==> src/rtl/ofm_drain.sv <==
// ofm_drain: sequences the systolic array shift-out, captures column words
// into a small FIFO (optional ReLU on the way in), streams them to the OFM
// buffer writer over valid/ready and pulses reset_pe once the tile is done.
//
// Ports
//   clk, rst_n          clock, asynchronous active-low reset
//   drain_start         1-cycle pulse to begin a drain (ignored while busy)
//   relu_en             sampled with an accepted drain_start
//   drain_busy          high while a drain is in progress
//   drain_done          1-cycle pulse when the tile is delivered and cleared
//   write_out_en        to array: shift the mac chain one column
//   reset_pe            to array: 1-cycle accumulator clear
//   ofm_in              column word from the array, valid 1 cycle after write_out_en
//   m_valid/m_ready     output handshake
//   m_data/m_col/m_last output word, its column index, last-column flag
module ofm_drain #(
    parameter int unsigned DATA_WIDTH    = 16,
    parameter int unsigned SYSTOLIC_SIZE = 16,
    parameter int unsigned FIFO_DEPTH    = 4
) (
    input  logic                                  clk,
    input  logic                                  rst_n,
    input  logic                                  drain_start,
    input  logic                                  relu_en,
    output logic                                  drain_busy,
    output logic                                  drain_done,
    output logic                                  write_out_en,
    output logic                                  reset_pe,
    input  logic [SYSTOLIC_SIZE*DATA_WIDTH-1:0]   ofm_in,
    output logic                                  m_valid,
    input  logic                                  m_ready,
    output logic [SYSTOLIC_SIZE*DATA_WIDTH-1:0]   m_data,
    output logic [$clog2(SYSTOLIC_SIZE)-1:0]      m_col,
    output logic                                  m_last
);

    localparam int unsigned WordW = SYSTOLIC_SIZE * DATA_WIDTH;
    localparam int unsigned ColW  = $clog2(SYSTOLIC_SIZE);
    localparam int unsigned PtrW  = $clog2(FIFO_DEPTH);
    localparam int unsigned CntW  = PtrW + 1;
    localparam int unsigned OccW  = CntW + 1;

    localparam logic [ColW-1:0] LastCol = ColW'(SYSTOLIC_SIZE - 1);

    localparam logic [1:0] StIdle  = 2'd0;
    localparam logic [1:0] StShift = 2'd1;
    localparam logic [1:0] StWait  = 2'd2;
    localparam logic [1:0] StClear = 2'd3;

    logic [1:0]      state_q, state_d;
    logic [ColW-1:0] issue_cnt_q;
    logic            relu_q;
    logic            inflight_q;
    logic [ColW-1:0] cap_col_q;
    logic            last_popped_q;
    logic [PtrW-1:0] wr_ptr_q, rd_ptr_q;
    logic [CntW-1:0] count_q;

    logic [WordW-1:0] mem_data [FIFO_DEPTH];
    logic [ColW-1:0]  mem_col  [FIFO_DEPTH];

    logic             fifo_empty;
    logic             push, pop;
    logic             start_acc;
    logic [OccW-1:0]  occupancy;
    logic [WordW-1:0] cap_data;

    assign fifo_empty = (count_q == '0);
    assign push       = inflight_q;
    assign pop        = !fifo_empty && m_ready;
    assign start_acc  = (state_q == StIdle) && drain_start;

    // Words already in the FIFO plus the one still coming out of the array.
    // A same-cycle pop is deliberately not credited.
    assign occupancy    = OccW'(count_q) + OccW'(inflight_q);
    assign write_out_en = (state_q == StShift) && (occupancy < OccW'(FIFO_DEPTH));

    assign drain_busy = (state_q != StIdle);
    assign drain_done = (state_q == StClear);
    assign reset_pe   = (state_q == StClear);

    // Head is gated so the data outputs read 0 whenever nothing is offered.
    assign m_valid = !fifo_empty;
    assign m_data  = fifo_empty ? '0 : mem_data[rd_ptr_q];
    assign m_col   = fifo_empty ? '0 : mem_col[rd_ptr_q];
    assign m_last  = m_valid && (m_col == LastCol);

    // ReLU: clamp negative lanes when the latched enable is set.
    always_comb begin
        cap_data = ofm_in;
        for (int r = 0; r < int'(SYSTOLIC_SIZE); r++) begin
            if (relu_q && ofm_in[r*DATA_WIDTH + DATA_WIDTH - 1]) begin
                cap_data[r*DATA_WIDTH +: DATA_WIDTH] = '0;
            end
        end
    end

    always_comb begin
        state_d = state_q;
        case (state_q)
            StIdle:  if (drain_start) state_d = StShift;
            StShift: if (write_out_en && (issue_cnt_q == LastCol)) state_d = StWait;
            StWait:  if (fifo_empty && !inflight_q && last_popped_q) state_d = StClear;
            default: state_d = StIdle;
        endcase
    end

    always_ff @(posedge clk or negedge rst_n) begin
        if (!rst_n) begin
            state_q       <= StIdle;
            issue_cnt_q   <= '0;
            relu_q        <= 1'b0;
            inflight_q    <= 1'b0;
            cap_col_q     <= '0;
            last_popped_q <= 1'b0;
            wr_ptr_q      <= '0;
            rd_ptr_q      <= '0;
            count_q       <= '0;
        end else begin
            state_q    <= state_d;
            inflight_q <= write_out_en;
            if (start_acc) begin
                issue_cnt_q   <= '0;
                relu_q        <= relu_en;
                last_popped_q <= 1'b0;
            end else if (write_out_en) begin
                issue_cnt_q <= issue_cnt_q + ColW'(1);
            end
            // Column tag travels with the in-flight word.
            if (write_out_en) cap_col_q <= issue_cnt_q;
            if (pop && (mem_col[rd_ptr_q] == LastCol)) last_popped_q <= 1'b1;
            if (push) wr_ptr_q <= wr_ptr_q + PtrW'(1);
            if (pop)  rd_ptr_q <= rd_ptr_q + PtrW'(1);
            if (push && !pop)      count_q <= count_q + CntW'(1);
            else if (pop && !push) count_q <= count_q - CntW'(1);
        end
    end

    always_ff @(posedge clk) begin
        if (push) begin
            mem_data[wr_ptr_q] <= cap_data;
            mem_col[wr_ptr_q]  <= cap_col_q;
        end
    end

endmodule
==> config.mk <==
export PLATFORM = sky130hd
export DESIGN_NAME = ofm_drain
export DESIGN_NICKNAME = d
export VERILOG_FILES = /design/src/rtl/ofm_drain.sv
export SDC_FILE = /design/constraint.sdc
export NUM_CORES = 1
export LEC_CHECK = 0
export CAP_MARGIN = 10
export CORE_UTILIZATION = 35
export DETAILED_ROUTE_END_ITERATION = 6
export MAX_ROUTING_LAYER = met4
export PLACE_DENSITY = 0.66
export SYNTH_ARGS = -nofsm -noshare
export SYNTH_HDL_FRONTEND = slang
export SYNTH_SLANG_ARGS = --single-unit
export TNS_END_PERCENT = 20
==> constraint.sdc <==
create_clock -name clk -period 7.1 [get_ports clk]
set_input_delay 1.775 -clock clk [delete_from_list [all_inputs] [get_ports clk]]
set_output_delay 1.775 -clock clk [all_outputs]
set_load 0.01 [all_outputs]
==> impl_metrics.json, run 1 <==
{
  "fp-row-count": 126,
  "ant_nets": 0,
  "drt-wirelength-per-cell_um": 22.2,
  "syn_area_um2": 41900,
  "drive_gt1_share_pct": 17.4,
  "synth_warnings": 0,
  "clkSlewWorstSetupHoldPaths_ns": 0.06,
  "clk_root_buffer_cell": "sky130_fd_sc_hd__clkbuf_16",
  "comb_power_share_pct": 35.7,
  "power_switching_mw": 6.43,
  "detailroute.via_count": 20700,
  "pwr-share-seq_pct": 37.7,
  "worst_slack_after_detailed_placement_ns": 2.33,
  "grt_setup_unrepaired": "no",
  "wirelength_um": 95700,
  "asyncSetResetFlopFracSynth_pct": 1.89,
  "cts_hold_buf": 0,
  "period_share_pct": 76.2,
  "grt_pass1_vias": 22800,
  "drtPass1Iterations": 5,
  "synth_sequential_area_ratio_pct": 75.8,
  "internal-power_mw": 15.3,
  "finalSetupViolations": 0,
  "power.ir.vdd_worst_mv": 0.265,
  "worst_ep_arrival_time_ns": 3.64,
  "finalMaxSlewViolations": 0,
  "clock_tree.htree_level_count": 3,
  "criticalPathCategory": "flip-flop to primary output",
  "synth_seq_cells": 1060,
  "die-area_um2": 121000,
  "finish.net_count": 2863,
  "actual_slew_at_the_worst_max_slew_pin_ns": 1.30,
  "initial_utilization_pct": 35.4,
  "hold_viol_final": 0,
  "detailed_place.area_um2": 49000,
  "worstSkewPairLatency_ns": 0.69,
  "fin_ws_ns": 1.69,
  "drtIter0Drc": 1376,
  "pin_count": 527,
  "syn_to_final_growth_pct": 25.9,
  "yosys_most_used_dff": "sky130_fd_sc_hd__edfxtp_1",
  "gr-max-usage-layer": "met2",
  "cap_viol_max_count": 0,
  "worst_slew_margin_rel_pct": 13.6,
  "timing.critical_path.required_ns": 5.33,
  "critical_path_end_type": "primary output",
  "met1_track_demand_over_resource_pct": 19.3,
  "fin_skew_ns": 0.0281,
  "count_of_flip_flops_with_a_built_in_enable_after_synthesis": 1040,
  "power.density_nw_per_um2": 411,
  "final_core_util_pct": 44.5,
  "clock_power_share_pct": 26.6,
  "post_cts_resize_count": 0,
  "detail_route.vias_per_cell": 4.80,
  "core_um2": 118000,
  "hpwlAfterDp_um": 57600,
  "die_y_um": 348,
  "wire_length_of_the_first_global_routing_pass_um": 143000,
  "tritoncts_num_sinks": 1060,
  "fmax_ghz": 0.185,
  "die_width_um": 348,
  "fraction_of_met2_tracks_used_by_global_routing_pct": 26.8,
  "synth_nets": 2305,
  "buffer_ports.inserted": 526,
  "cts_tree": "done",
  "gr-total-overflow": 0,
  "swShare_pct": 29.6,
  "drc_errors": 0,
  "leakage_nw": 17.0,
  "antenna_violations_before_repair": 16,
  "worst_hold_class": "flip-flop to flip-flop",
  "netlist.top_cell.by_area": "sky130_fd_sc_hd__edfxtp_1",
  "yosys.cell_types.count": 29,
  "post_synth_main_area_contributors": "sky130_fd_sc_hd__edfxtp_1 75%, sky130_fd_sc_hd__mux4_2 14%, sky130_fd_sc_hd__and2_1 7.5%, sky130_fd_sc_hd__dfrtp_1 1.2%, sky130_fd_sc_hd__clkbuf_1 0.55%",
  "cts_buffers": 113,
  "synth_top_area_share_pct": 74.6,
  "syn-mean-instance-area_um2": 20.6,
  "fin_crit_ns": 5.41,
  "global_placer_s_final_weighted_congestion": 0.762,
  "maximum_number_of_pins_on_one_net_before_global_route_repair": 146,
  "gr-usage-met3_pct": 4.29,
  "worstPathMaxFanout": 50,
  "setup.worst_path.start_class": "flip-flop",
  "fin_worst_hold_slack_ns": 0.511,
  "cts-root-to-sink-buffers": 3,
  "finish.instance_area_um2": 52700,
  "grt.total_usage_pct": 16.2,
  "postCtsSetupBuffers": 0,
  "post_synth_inst_count": 2033,
  "run_status": "complete, no violations"
}
## cells in the final DEF, fill, tap and decap left out, types with 2 or more instances in the layout
| master | n |
|---|---|
| sky130_fd_sc_hd__nand3_1 | 6 |
| sky130_fd_sc_hd__clkinv_16 | 2 |
| sky130_fd_sc_hd__buf_4 | 18 |
| sky130_fd_sc_hd__buf_12 | 9 |
| sky130_fd_sc_hd__nor2b_1 | 17 |
| sky130_fd_sc_hd__inv_8 | 4 |
| sky130_fd_sc_hd__clkbuf_16 | 113 |
| sky130_fd_sc_hd__inv_1 | 11 |
| sky130_fd_sc_hd__clkinv_2 | 24 |
| sky130_fd_sc_hd__and2_4 | 4 |
| sky130_fd_sc_hd__xor2_1 | 6 |
| sky130_fd_sc_hd__and3_1 | 2 |
| sky130_fd_sc_hd__bufinv_16 | 10 |
| sky130_fd_sc_hd__clkinvlp_4 | 2 |
| sky130_fd_sc_hd__nand2_1 | 22 |
| sky130_fd_sc_hd__ha_1 | 10 |
| sky130_fd_sc_hd__dfrtp_4 | 2 |
| sky130_fd_sc_hd__nor2_1 | 2 |
| sky130_fd_sc_hd__diode_2 | 15 |
| sky130_fd_sc_hd__and2_1 | 499 |
| sky130_fd_sc_hd__clkinv_1 | 27 |
| sky130_fd_sc_hd__a21oi_1 | 5 |
| sky130_fd_sc_hd__dfrtp_1 | 17 |
| sky130_fd_sc_hd__clkbuf_1 | 20 |
| sky130_fd_sc_hd__mux4_2 | 260 |
| sky130_fd_sc_hd__edfxtp_1 | 1040 |
| sky130_fd_sc_hd__inv_6 | 9 |
| sky130_fd_sc_hd__mux2_2 | 6 |
| sky130_fd_sc_hd__clkdlybuf4s50_1 | 526 |
| sky130_fd_sc_hd__xnor2_1 | 3 |
## logic make-up (layout without fill, tap and decap cells)
kind of cell    count (synthesis)  after routing  synth area share (%)
other cells                     0             15                     0
xor+xnor                        9              9                 0.188
buf+inv                       121            778                  1.21
simple gates                  554            554                  8.11
flops                        1060           1060                  75.8
mux                           268            268                  14.2
fa+ha+maj                      11             11                 0.347
compound gates                 10             10                 0.140
## layer usage
layer / part of all wire, % / routed length [um]
met5: 0 / 0
met4: 2.0 / 1920
met3: 6.8 / 6510
met2: 51 / 48900
met1: 40 / 38300
## metrics by stage
step / TNS [ns] / std cells / total power, mW
2_1_floorplan: -35.97 / 2033 / 12.5
3_3_place_gp: 0 / 4076 / 16.1
3_5_place_dp: 0 / 4076 / 16.2
4_1_cts: 0 / 4290 / 22.0
5_1_grt: 0 / 4304 / 22.7
6_report: 0 / 4305 / 21.7
## power groups by stage
stage,Clock (mW),Sequential (mW),Combinational (mW)
6_report,5.78,8.17,7.74
5_1_grt,6.14,8.24,8.27
4_1_cts,5.92,8.20,7.93
3_5_place_dp,0,8.33,7.88
3_3_place_gp,0,8.27,7.81
2_1_floorplan,0,8.18,4.33
## worst paths after layout
kind,from,endpoint,slack (ns),depth (start not counted)
worst max register to register,count_q[0],count_q[1],3.95,7
worst min register to register,count_q[2],count_q[2],0.51,1
min in group asynchronous,rst_n,state_q[0],1.60,1
worst min-delay path,count_q[2],count_q[2],0.51,1
worst max-delay path,rd_ptr_q[1],m_data[41],1.69,4
max in group asynchronous,rst_n,rd_ptr_q[1],4.83,1
## worst max-delay path, cell delays in order, from the launching register on
cell and delay [ns]:
sky130_fd_sc_hd__dfrtp_4 1.02, sky130_fd_sc_hd__buf_4 0.73, sky130_fd_sc_hd__mux4_2 0.42, sky130_fd_sc_hd__and2_1 0.20, sky130_fd_sc_hd__clkdlybuf4s50_1 0.50
## state kept, by name, indices dropped and copies added (netlist names)
| register | flops |
|---|---|
| mem_col | 16 |
| count_q | 3 |
| relu_q | 1 |
| mem_data | 1024 |
| rd_ptr_q | 2 |
| wr_ptr_q | 2 |
| state_q | 2 |
| inflight_q | 1 |
| issue_cnt_q | 4 |
| cap_col_q | 4 |
| last_popped_q | 1 |
## area by class of cell
type	instances	area (um2)
fill	10100	65700
sequential	1060	31700
multi-input combinational	852	9640
timing repair buffer	553	5580
clock buffer	133	2900
tap	1600	2000
clock inverter	81	766
inverter	11	41.3
antenna	15	37.5
## synthesized netlist by cell type, drive strengths merged, types with 5 or more instances
master and instances:
a21oi 5, and2 503, buf 49, clkbuf 61
dfrtp 20, edfxtp 1040, ha 10, inv 11
mux2 7, mux4 260, nand2 22, nand3 6
nor2b 17, xor2 6
Power figures use the tool's default switching activity.
==> run 2, diff against run 1 <==
--- a/config.mk
+++ b/config.mk
@@ -9,7 +9,7 @@
 export CORE_UTILIZATION = 35
 export DETAILED_ROUTE_END_ITERATION = 6
 export MAX_ROUTING_LAYER = met4
-export PLACE_DENSITY = 0.66
+export PLACE_DENSITY = 0.64
 export SYNTH_ARGS = -nofsm -noshare
 export SYNTH_HDL_FRONTEND = slang
 export SYNTH_SLANG_ARGS = --single-unit
==> constraint.sdc (replaced) <==
create_clock -name clk -period 5 [get_ports clk]
set_input_delay 1.25 -clock clk [delete_from_list [all_inputs] [get_ports clk]]
set_output_delay 1.25 -clock clk [all_outputs]
set_load 0.01 [all_outputs]
==> impl_metrics.json, run 2 (synthesis results as in run 1) <==
{
  "power_switching_mw": 9.11,
  "detailroute.via_count": 20800,
  "post_cts_resize_count": 0,
  "layout_top_registers": "mem_data x1024, mem_col x16",
  "cpLargestDelayFamily": "buffers and inverters",
  "timing.critical_path.required_ns": 3.75,
  "internal-power_mw": 21.7,
  "finalMaxSlewViolations": 0,
  "actual_slew_at_the_worst_max_slew_pin_ns": 1.00,
  "hold_viol_final": 0,
  "r2r_worst_path_depth": 4,
  "largest_register_ff_count": 1024,
  "worstPathBufferInverterCount": 2,
  "drtPass1Iterations": 5,
  "gr-total-overflow": 0,
  "wirelength_um": 95200,
  "detail_route.vias_per_cell": 4.82,
  "worstPathMaxFanout": 29,
  "min_delay_path_depth": 1,
  "clock_tree.htree_level_count": 3,
  "cpPeakStageDelay_ns": 0.72,
  "clkSlewWorstSetupHoldPaths_ns": 0.06,
  "comb_power_share_pct": 37.0,
  "worst_slew_margin_rel_pct": 33.3,
  "crit_chain": "buf_4 -> mux4_2 -> and2_1 -> clkdlybuf4s50_1",
  "power.density_nw_per_um2": 582,
  "totalPowerFinal_mw": 30.8,
  "cts_buffers": 110,
  "most-common-layout-cells": "1040 x sky130_fd_sc_hd__edfxtp_1, 526 x sky130_fd_sc_hd__clkdlybuf4s50_1, 499 x sky130_fd_sc_hd__and2_1",
  "power.ir.vdd_worst_mv": 0.414,
  "fp-row-count": 126,
  "pin_count": 527,
  "setup.worst_path.start_class": "flip-flop",
  "worstSkewPairLatency_ns": 0.70,
  "final_common_cell": "sky130_fd_sc_hd__edfxtp_1",
  "grt.total_usage_pct": 16.2,
  "drive_gt1_share_pct": 18.0,
  "worst_r2r_endpoint": "mem_data[1][214]",
  "fmax_ghz": 0.220,
  "top_register": "mem_data",
  "cts_tree": "done",
  "cts_hold_buf": 0,
  "drtIter0Drc": 1209,
  "grt_setup_unrepaired": "no",
  "hpwlAfterDp_um": 59000,
  "die_y_um": 348,
  "finish.net_count": 2890,
  "critical_path_end_type": "primary output",
  "fin_tns_setup_ns": 0,
  "ant_nets": 0,
  "cap_viol_max_count": 0,
  "pwr-share-seq_pct": 37.2,
  "final_core_util_pct": 44.7,
  "period_share_pct": 90.7,
  "crit_slowest_cell": "sky130_fd_sc_hd__dfrtp_4",
  "clock_power_share_pct": 25.8,
  "finalSetupViolations": 0,
  "swShare_pct": 29.6,
  "leakage_nw": 17.0,
  "criticalPathCategory": "flip-flop to primary output",
  "worst_ep_arrival_time_ns": 3.29,
  "dp.cells": 4106,
  "layout.cells.non_filler": 4322,
  "wire_length_of_the_first_global_routing_pass_um": 144000,
  "drt-wirelength-per-cell_um": 22.0,
  "grt_pass1_vias": 22800,
  "die_width_um": 348,
  "worst_hold_class": "flip-flop to flip-flop",
  "fin_skew_ns": 0.0291,
  "buffer_ports.inserted": 526,
  "fin_worst_hold_slack_ns": 0.512,
  "run_status": "complete, no violations",
  "postCtsSetupBuffers": 0,
  "fillers": 10100,
  "initial_utilization_pct": 35.4,
  "antenna_violations_before_repair": 10,
  "min_delay_worst_endpoint": "count_q[2]",
  "tritoncts_num_sinks": 1060,
  "drc_errors": 0,
  "regToRegStartpoint": "wr_ptr_q[1]",
  "maximum_number_of_pins_on_one_net_before_global_route_repair": 96,
  "worst_hold_launch": "count_q[2]",
  "regToRegSetupSlack_ns": 2.42,
  "clk_root_buffer_cell": "sky130_fd_sc_hd__clkbuf_16",
  "syn_to_final_growth_pct": 26.4,
  "fin_crit_ns": 4.54,
  "core_um2": 118000,
  "die-area_um2": 121000,
  "global_placer_s_final_weighted_congestion": 0.734,
  "cts-root-to-sink-buffers": 3
}
run 2: cell count changes in the layout (fill, tap and decap cells not counted):
cell	before	now
sky130_fd_sc_hd__buf_12	9	19
sky130_fd_sc_hd__buf_16	0	1
sky130_fd_sc_hd__buf_4	18	37
sky130_fd_sc_hd__bufinv_16	10	8
sky130_fd_sc_hd__clkbuf_1	20	29
sky130_fd_sc_hd__clkbuf_16	113	110
sky130_fd_sc_hd__clkinv_1	27	21
sky130_fd_sc_hd__clkinv_2	24	18
sky130_fd_sc_hd__clkinv_4	1	2
sky130_fd_sc_hd__clkinvlp_4	2	7
sky130_fd_sc_hd__diode_2	15	9
sky130_fd_sc_hd__inv_16	1	2
sky130_fd_sc_hd__inv_6	9	7
sky130_fd_sc_hd__inv_8	4	0
run 2: worst max-delay path by stage:
stage | from | to | slack [ns] | cells past startpoint
6_report | rd_ptr_q[0] | m_data[106] | 0.46 | 4
5_1_grt | rd_ptr_q[0] | m_data[105] | 0.24 | 4
4_1_cts | rd_ptr_q[0] | m_data[106] | 0.29 | 4
3_5_place_dp | rd_ptr_q[0] | m_data[105] | 1.11 | 4
3_3_place_gp | count_q[0] | m_data[141] | 0.78 | 4
2_1_floorplan | inflight_q | mem_col[0][0] | -2.17 | 2
run 2: cell type report:
class                           instances  area (um2)  area share [%]
Antenna cell                            9        22.5          0.0426
Clock buffer                          139        2860            5.41
Clock inverter                         68         657            1.24
Inverter                               11        41.3          0.0780
Multi-Input combinational cell        852        9640            18.2
Sequential cell                      1060       31700            60.0
Tap cell                             1600        2000            3.78
Timing Repair Buffer                  583        5950            11.2
run 2: power by group through the flow:
stage / Clock, mW / Combinational [mW] / Sequential, mW
3_3_place_gp: 0 / 11.5 / 11.6
5_1_grt: 8.47 / 12.2 / 11.5
4_1_cts: 8.14 / 11.7 / 11.5
6_report: 7.93 / 11.4 / 11.5
3_5_place_dp: 0 / 11.6 / 11.7
2_1_floorplan: 0 / 6.15 / 11.6
run 2: per-layer routing:
| layer | routed length, um | GRT usage [%] | part of all wire (%) | up-vias |
|---|---|---|---|---|
| li1 | - | - | - | 9183 |
| met1 | 39000 | 20.4 | 41 | 10900 |
| met2 | 47900 | 26.4 | 50 | 623 |
| met3 | 6120 | 3.51 | 6.4 | 143 |
| met4 | 2180 | 4.59 | 2.3 | 0 |
| met5 | 0 | - | 0 | - |
run 2: stage by stage:
step / instance area (um2) / setup slack [ns]
finish: 52900 / 0.464
global route: 52900 / 0.243
CTS: 52900 / 0.292
detailed placement: 49400 / 1.11
global placement: 49300 / 0.778
floorplan: 41900 / -2.17
run 2: worst reg2reg max path, delay by kind of cell, from the launching register on:
kind / cells / cell delay, ns
flip-flops: 1 / 0.40
adder cells (fa/ha/maj): 1 / 0.15
AND/OR/NAND/NOR: 1 / 0.79
buffers and inverters: 2 / 0.63
